`config.mk`:
```
export PLATFORM = sky130hd
export DESIGN_NAME = bcd_counter_n
export DESIGN_NICKNAME = d
export VERILOG_FILES = /design/src/rtl/bcd_counter_n.sv
export SDC_FILE = /design/constraint.sdc
export NUM_CORES = 1
export LEC_CHECK = 0
export BUFFER_PORTS_ARGS = -buffer_cell sky130_fd_sc_hd__buf_2
export CAP_MARGIN = 15
export CORE_UTILIZATION = 50
export DETAILED_ROUTE_END_ITERATION = 10
export PLACE_DENSITY = 0.75
export SYNTH_ARGS = -nofsm -noshare
export SYNTH_HDL_FRONTEND = slang
export SYNTH_SLANG_ARGS = --single-unit
```
`constraint.sdc`:
```
create_clock -name clk -period 2 [get_ports clk]
set_input_delay 0.2 -clock clk [delete_from_list [all_inputs] [get_ports clk]]
set_output_delay 0.2 -clock clk [all_outputs]
set_load 0.005 [all_outputs]
```
`src/rtl/bcd_counter_n.sv`:
```
`default_nettype none
// ============================================================================
// Module   : bcd_counter_n
// Purpose  : DIGITS-stage packed-BCD up/down counter with clear, validated
//            load and wrap/saturate behaviour at the terminal count.
// Revision : 1.0 - initial release
// ============================================================================
module bcd_counter_n #(
    parameter int DIGITS   = 4,
    parameter bit SATURATE = 1'b0
) (
    input  logic                  clk,
    input  logic                  rst,
    input  logic                  en,
    input  logic                  up,
    input  logic                  clr,
    input  logic                  load,
    input  logic [4*DIGITS-1:0]   din,
    output logic [4*DIGITS-1:0]   count,
    output logic                  ovf,
    output logic                  load_err,
    output logic                  zero
);

    localparam int         c_width = 4 * DIGITS;
    localparam logic [3:0] c_nine  = 4'd9;
    localparam logic [3:0] c_zero  = 4'd0;

    logic [c_width-1:0] r_count;
    logic               r_ovf;
    logic               r_load_err;

    logic [DIGITS-1:0]  w_is_nine;
    logic [DIGITS-1:0]  w_is_zero;
    logic [DIGITS:0]    w_carry;
    logic [DIGITS:0]    w_borrow;
    logic [DIGITS-1:0]  w_bad_digit;
    logic [c_width-1:0] w_inc;
    logic [c_width-1:0] w_dec;
    logic [c_width-1:0] w_clamped;
    logic               w_term_up;
    logic               w_term_dn;

    // Digit k sees a carry (borrow) only when every lower digit is 9 (0),
    // so the whole chain resolves combinationally in one cycle.
    always_comb begin
        w_carry[0]  = 1'b1;
        w_borrow[0] = 1'b1;
        for (int k = 0; k < DIGITS; k++) begin
            w_carry[k+1]  = w_carry[k]  & w_is_nine[k];
            w_borrow[k+1] = w_borrow[k] & w_is_zero[k];
        end
    end

    generate
        for (genvar k = 0; k < DIGITS; k++) begin : g_digit
            logic [3:0] w_cur;
            logic [3:0] w_din;

            assign w_cur          = r_count[4*k +: 4];
            assign w_din          = din[4*k +: 4];
            assign w_is_nine[k]   = (w_cur == c_nine);
            assign w_is_zero[k]   = (w_cur == c_zero);
            assign w_bad_digit[k] = (w_din > c_nine);

            assign w_inc[4*k +: 4] = !w_carry[k]   ? w_cur :
                                     w_is_nine[k]  ? c_zero : (w_cur + 4'd1);
            assign w_dec[4*k +: 4] = !w_borrow[k]  ? w_cur :
                                     w_is_zero[k]  ? c_nine : (w_cur - 4'd1);
            assign w_clamped[4*k +: 4] = w_bad_digit[k] ? c_nine : w_din;
        end
    endgenerate

    assign w_term_up = w_carry[DIGITS];
    assign w_term_dn = w_borrow[DIGITS];

    always_ff @(posedge clk or posedge rst) begin
        if (rst) begin
            r_count    <= '0;
            r_ovf      <= 1'b0;
            r_load_err <= 1'b0;
        end else if (clr) begin
            r_count    <= '0;
            r_ovf      <= 1'b0;
            r_load_err <= 1'b0;
        end else if (load) begin
            r_count    <= w_clamped;
            r_ovf      <= 1'b0;
            r_load_err <= |w_bad_digit;
        end else if (en) begin
            r_load_err <= 1'b0;
            if (up) begin
                r_ovf <= w_term_up;
                // Wrapping from all 9s is just the natural carry-out result.
                if (!(SATURATE && w_term_up)) begin
                    r_count <= w_inc;
                end
            end else begin
                r_ovf <= w_term_dn;
                if (!(SATURATE && w_term_dn)) begin
                    r_count <= w_dec;
                end
            end
        end else begin
            r_ovf      <= 1'b0;
            r_load_err <= 1'b0;
        end
    end

    assign count    = r_count;
    assign ovf      = r_ovf;
    assign load_err = r_load_err;
    assign zero     = (r_count == '0);

endmodule
`default_nettype wire
```
# [Word level (Yosys, flattened, before mapping)]
# Index checks and enable logic that the tools add are counted.
# Widths: inputs -> output; s select.
[word_totals] input_bits=22 wordCells=72 output_inout_bits=19 reg_bits=18
[op_classes] n_addsub=8 n_eq_ne=7 reduce_logical=13 mux=28 n_lt_le_gt_ge=4 bitwise_logic=6
[ops] cell="$mux 4" n=18
[ops] cell="$mux 16" n=4
[ops] cell="$add 4x1->4 const B" n=4
[ops] cell="$eq 4x4->1 const B" n=4
[ops] cell="$gt 4x4->1 const B" n=4
[ops] cell="$logic_not 16->1" n=1
[ops] cell="$logic_not 4->1" n=4
[ops] cell="$sub 4x1->4 const B" n=4
[ops] cell="$ne 4x1->1 const B" n=3
[ops] cell="$reduce_bool 4->1" n=3
[ops] cell="$reduce_and 3->1" n=3
[ops] cell="$and 1x1->1" n=6
[ops] cell="$mux 1" n=6
[ops] cell="$reduce_or 4->1" n=1
[ops] cell="$reduce_bool 3->1" n=1

# [Logic depth before layout (Yosys ltp)]
[depth] depth_word=8 depth_mapped=7 ltp_nobuf=7

# [Worst setup path before layout]
# OpenSTA, ideal clock, no wires.
[synth_timing] kind="reg2reg" startpoint="register r_count[4] (netlist: count[4])" endpoint="register r_count[10] (netlist: count[10])" t_required_ns=1.872 slack_ns=0.067 path_stages_with_launch=8 n_path_buf=0 arrival_time_ns=1.805 period_less_slack_ns=1.933 cell_sequence="dfrtp_1 -> inv_1 -> ha_1 -> nor3b_2 -> nand2_1 -> o21a_1 -> o21ai_4 -> mux2_1"
[synth_via] elab_chain_len=4
[synth_lines] element="from (decl)" line="29" rtl="logic [c_width-1:0] r_count;"
[synth_lines] element="from (signal assigned)" line="87" rtl="r_count <= w_clamped;"
[synth_lines] element="from (signal assigned)" line="96" rtl="r_count <= w_inc;"
[synth_lines] element="from (signal assigned)" line="101" rtl="r_count <= w_dec;"
[synth_lines] element="$eq 4x4->1 / $logic_not 4->1 (equally long branches)" line="62, 63"
[synth_lines] element="$and 1x1->1, on equally long branches" line="50, 51"
[synth_lines] element="$ne 4x1->1 (no source line) / $reduce_bool 4->1 (equally long branches)"
[synth_lines] element="$reduce_and 3->1 (no source line) *"
# Mark *: on every way between the ends. The rest lies on a longest branch, timed or not.
# A chain may end at the register's enable or synchronous reset.

# [Worst setup path in the final report]
[layout_timing] startpoint="register r_count[1] (netlist: count[1])" endpoint="register r_count[11] (netlist: count[11])"
# Same word-level chain as after synthesis.

==> key figures <==
Status
  – Status: complete, no violations

Timing
  – Max Transition Viols Final: 0
  – Period utilization: 0.9521
  – Fin Setup TNS: 0 ns
  – Final Setup Violations: 0
  – Hold WS: slightly above 0.06 ns
  – Clock Skew: 0.002094 ns
  – Post-layout minimum cycle time: approximately 1.9 ns
  – Worst Setup Slack, final: around 0.096 ns
  – Slew @ Worst Pin: 0.7580 ns
  – Fmax: 525.2 MHz
  – Max_slew headroom: 0.4941
  – Fin. Hold Viols: 0

Placed design
  – Number of port buffers: 40
  – GPL Wtd Cong: 0.8854
  – Placement Cell Area: approximately 2200 um2
  – Dpl cells: 317
  – Placement Setup Slack: 0.04243 ns
  – DPL Wire Length: 3679 um

Logic synthesis
  – Compound-Gate Fraction of Synth Area: 0.2852
  – Number of synthesized flops with an enable pin: 0
  – Average size of a mapped cell: ~8.3 um2
  – Ys Warns: 0
  – Cell taking the most area after synthesis: dfrtp_1
  – Post-Synth Adder-Cell Area: 0.08644
  – Post-synth top cells: 22 x inv_1, 20 x nand2_1, 18 x dfrtp_1
  – Post-synth ARST share: 1.000
  – Distinct cells, synth: 61
  – Mux cell area share after synthesis: 0.06782
  – Synth Area in Simple Gates: 0.2227
  – Synthesized flop and latch total: 18
  – Syn nets: 261
  – Yosys top cell area share: 0.2394
  – Top-count cell post-synth: inv_1
  – Register area share after synthesis: 0.2394
  – Synth area leaders: dfrtp_1 24%, ha_1 8.6%, inv_1 4.4%, nand2_1 4.0%, a21oi_1 3.5%
  – Cells after Synth: between 200 and 250
  – Predominant post-synthesis flop cell: dfrtp_1
  – Largest family of logic cells by synthesized area: compound AO/OA/AOI/OAI gates
  – Post-Synth XOR/XNOR Area: 0.009309
  – Post-Syn Area: 1882 um2

Cells and area
  – Design area: around 2300 um2
  – Post-Route Utilization: 0.6591
  – # fillers: 313
  – Area Overhead vs Synth: 21.48%
  – Nets: between 300 and 400
  – Ant. Diodes: 0
  – Non-Filler Instances: 322
  – Share of layout cells above drive strength 1: 0.2862

Power
  – Power, Total: between 1 and 1.5 mW
  – Internal Pwr Total: 817.2 uW
  – Net Sw Frac: 0.3555
  – Clock network power share: 0.246
  – Reg power frac: 0.343
  – Combinational share of power: 0.411
  – VDD IR max: around 0.34 mV
  – Leakage: 1.096 nW
  – PwrDens: 554.7 nW/um2
  – Switching power: 450.9 uW

Global route
  – All-Layer GR Usage: 0.2617
  – First-pass GRT wire length: 8314 um
  – Initial antenna violation count: 0
  – GRT overflow: 0
  – Number of global-route vias before repair: 1790
  – Largest net degree at the start of global routing: 23

Setup path
  – Crit path kind: reg -> reg
  – FF-to-FF path depth: 8
  – CP startpoint kind: flop
  – Worst EP arrival: 2.07 ns
  – Reg2reg setup slack: around 0.096 ns
  – Critical Path Fanout Max: 5
  – Worst setup EP type: flop
  – Worst path required time: 2.17 ns

Floorplan
  – IO Count: 41
  – Die Wd: ~63 um
  – Initial core utilization: 0.5426
  – Core area: 3468 um2
  – Die height: 63.35 um
  – Row cnt: 21
  – Die area: 4013 um2

Clock tree
  – Reg clk slew, reported paths: 0.07 ns
  – H-tree level count: 1
  – Cts hold-fix bufs: 0
  – Clock sinks: 18
  – CTS max path bufs: 2
  – TritonCTS clock tree: yes
  – Worst skew pair latency: ~0.26 ns
  – CTS Buf Count: 3
  – Clock root cell: clkbuf_8

Routing
  – DR vias/cell: 6.006
  – Via count: just under 2000
  – WL/cell: 15.57 um
  – Total Wirelength: roughly 5000 um
  – Antenna-violating nets left: 0
  – DRT iter0 DRCs: 168
  – Iteration count of the initial detailed-routing pass: 4
  – # DRC: 0

Min path
  – Hold Path Class: in -> async

Job
  – Max_cap viols: 0
-- layout make-up --
class	count	area, um2	area share
clock buffers	4	55.05	0.02408
inverters	23	86.33	0.03777
multi-input cells	172	1294	0.5660
well taps	46	57.56	0.02518
flip-flops and latches	18	450.4	0.1970
repair buffers	59	342.8	0.1500
-- registers in the layout (all words and copies together) (netlist names) --
| register | flops |
|---|---|
| count | 16 |
| load_err | 1 |
| ovf | 1 |
-- what timing repair did --
item,CTS,global route
setup endpoints to repair,0,8
resized for setup,0,6
setup buffers,0,1
-- metal layers --
metal  GRT usage  vias up  routed length (um)
met2      0.4255       75                2367
met5           0        -                   0
li1            -      933                   -
met1      0.3393      915                2194
met4      0.1222        0                  97
met3     0.03623       11                 353
-- power groups by stage --
stage	registers, mW	logic (mW)	clock network [mW]
after floorplan	0.440	0.322	0
after global placement	0.436	0.484	0
after detailed placement	0.438	0.491	0
after CTS	0.431	0.495	0.323
after global routing	0.441	0.575	0.331
final	0.435	0.521	0.312
-- worst paths after layout --
kind                                            from               endpoint
worst min-delay path                             rst   count[6]$_DFFE_PP0P_
worst min register to register  count[9]$_DFFE_PP0P_   count[9]$_DFFE_PP0P_
min in group clk                             din[15]  count[13]$_DFFE_PP0P_
worst max-delay path            count[1]$_DFFE_PP0P_  count[11]$_DFFE_PP0P_
worst max register to register  count[1]$_DFFE_PP0P_  count[11]$_DFFE_PP0P_
max in group asynchronous                        rst  count[15]$_DFFE_PP0P_
-- cell families after synthesis --
logic type	after synthesis
mux	11
xor+xnor	2
flops	18
fa+ha+maj	13
simple gates	73
compound gates	73
buf+inv	36
-- critical path: stages, from the launching register on --
cell and delay, ns:
dfrtp_1 0.38, inv_1 0.08, ha_2 0.22, nor3b_4 0.23, nand2_1 0.11, buf_4 0.16, nor4_1 0.31, nor3_1 0.08
o32ai_1 0.24
-- cells in the final DEF, fill, tap and decap left out, types with 11 or more instances in the layout --
| cell type | instances |
|---|---|
| buf_4 | 19 |
| nand2_1 | 20 |
| inv_1 | 22 |
| o21ai_0 | 11 |
| buf_2 | 40 |
| dfrtp_1 | 18 |
| nor2_1 | 13 |
| ha_1 | 11 |
| a21oi_1 | 13 |
(Power assumes the default switching activity.)
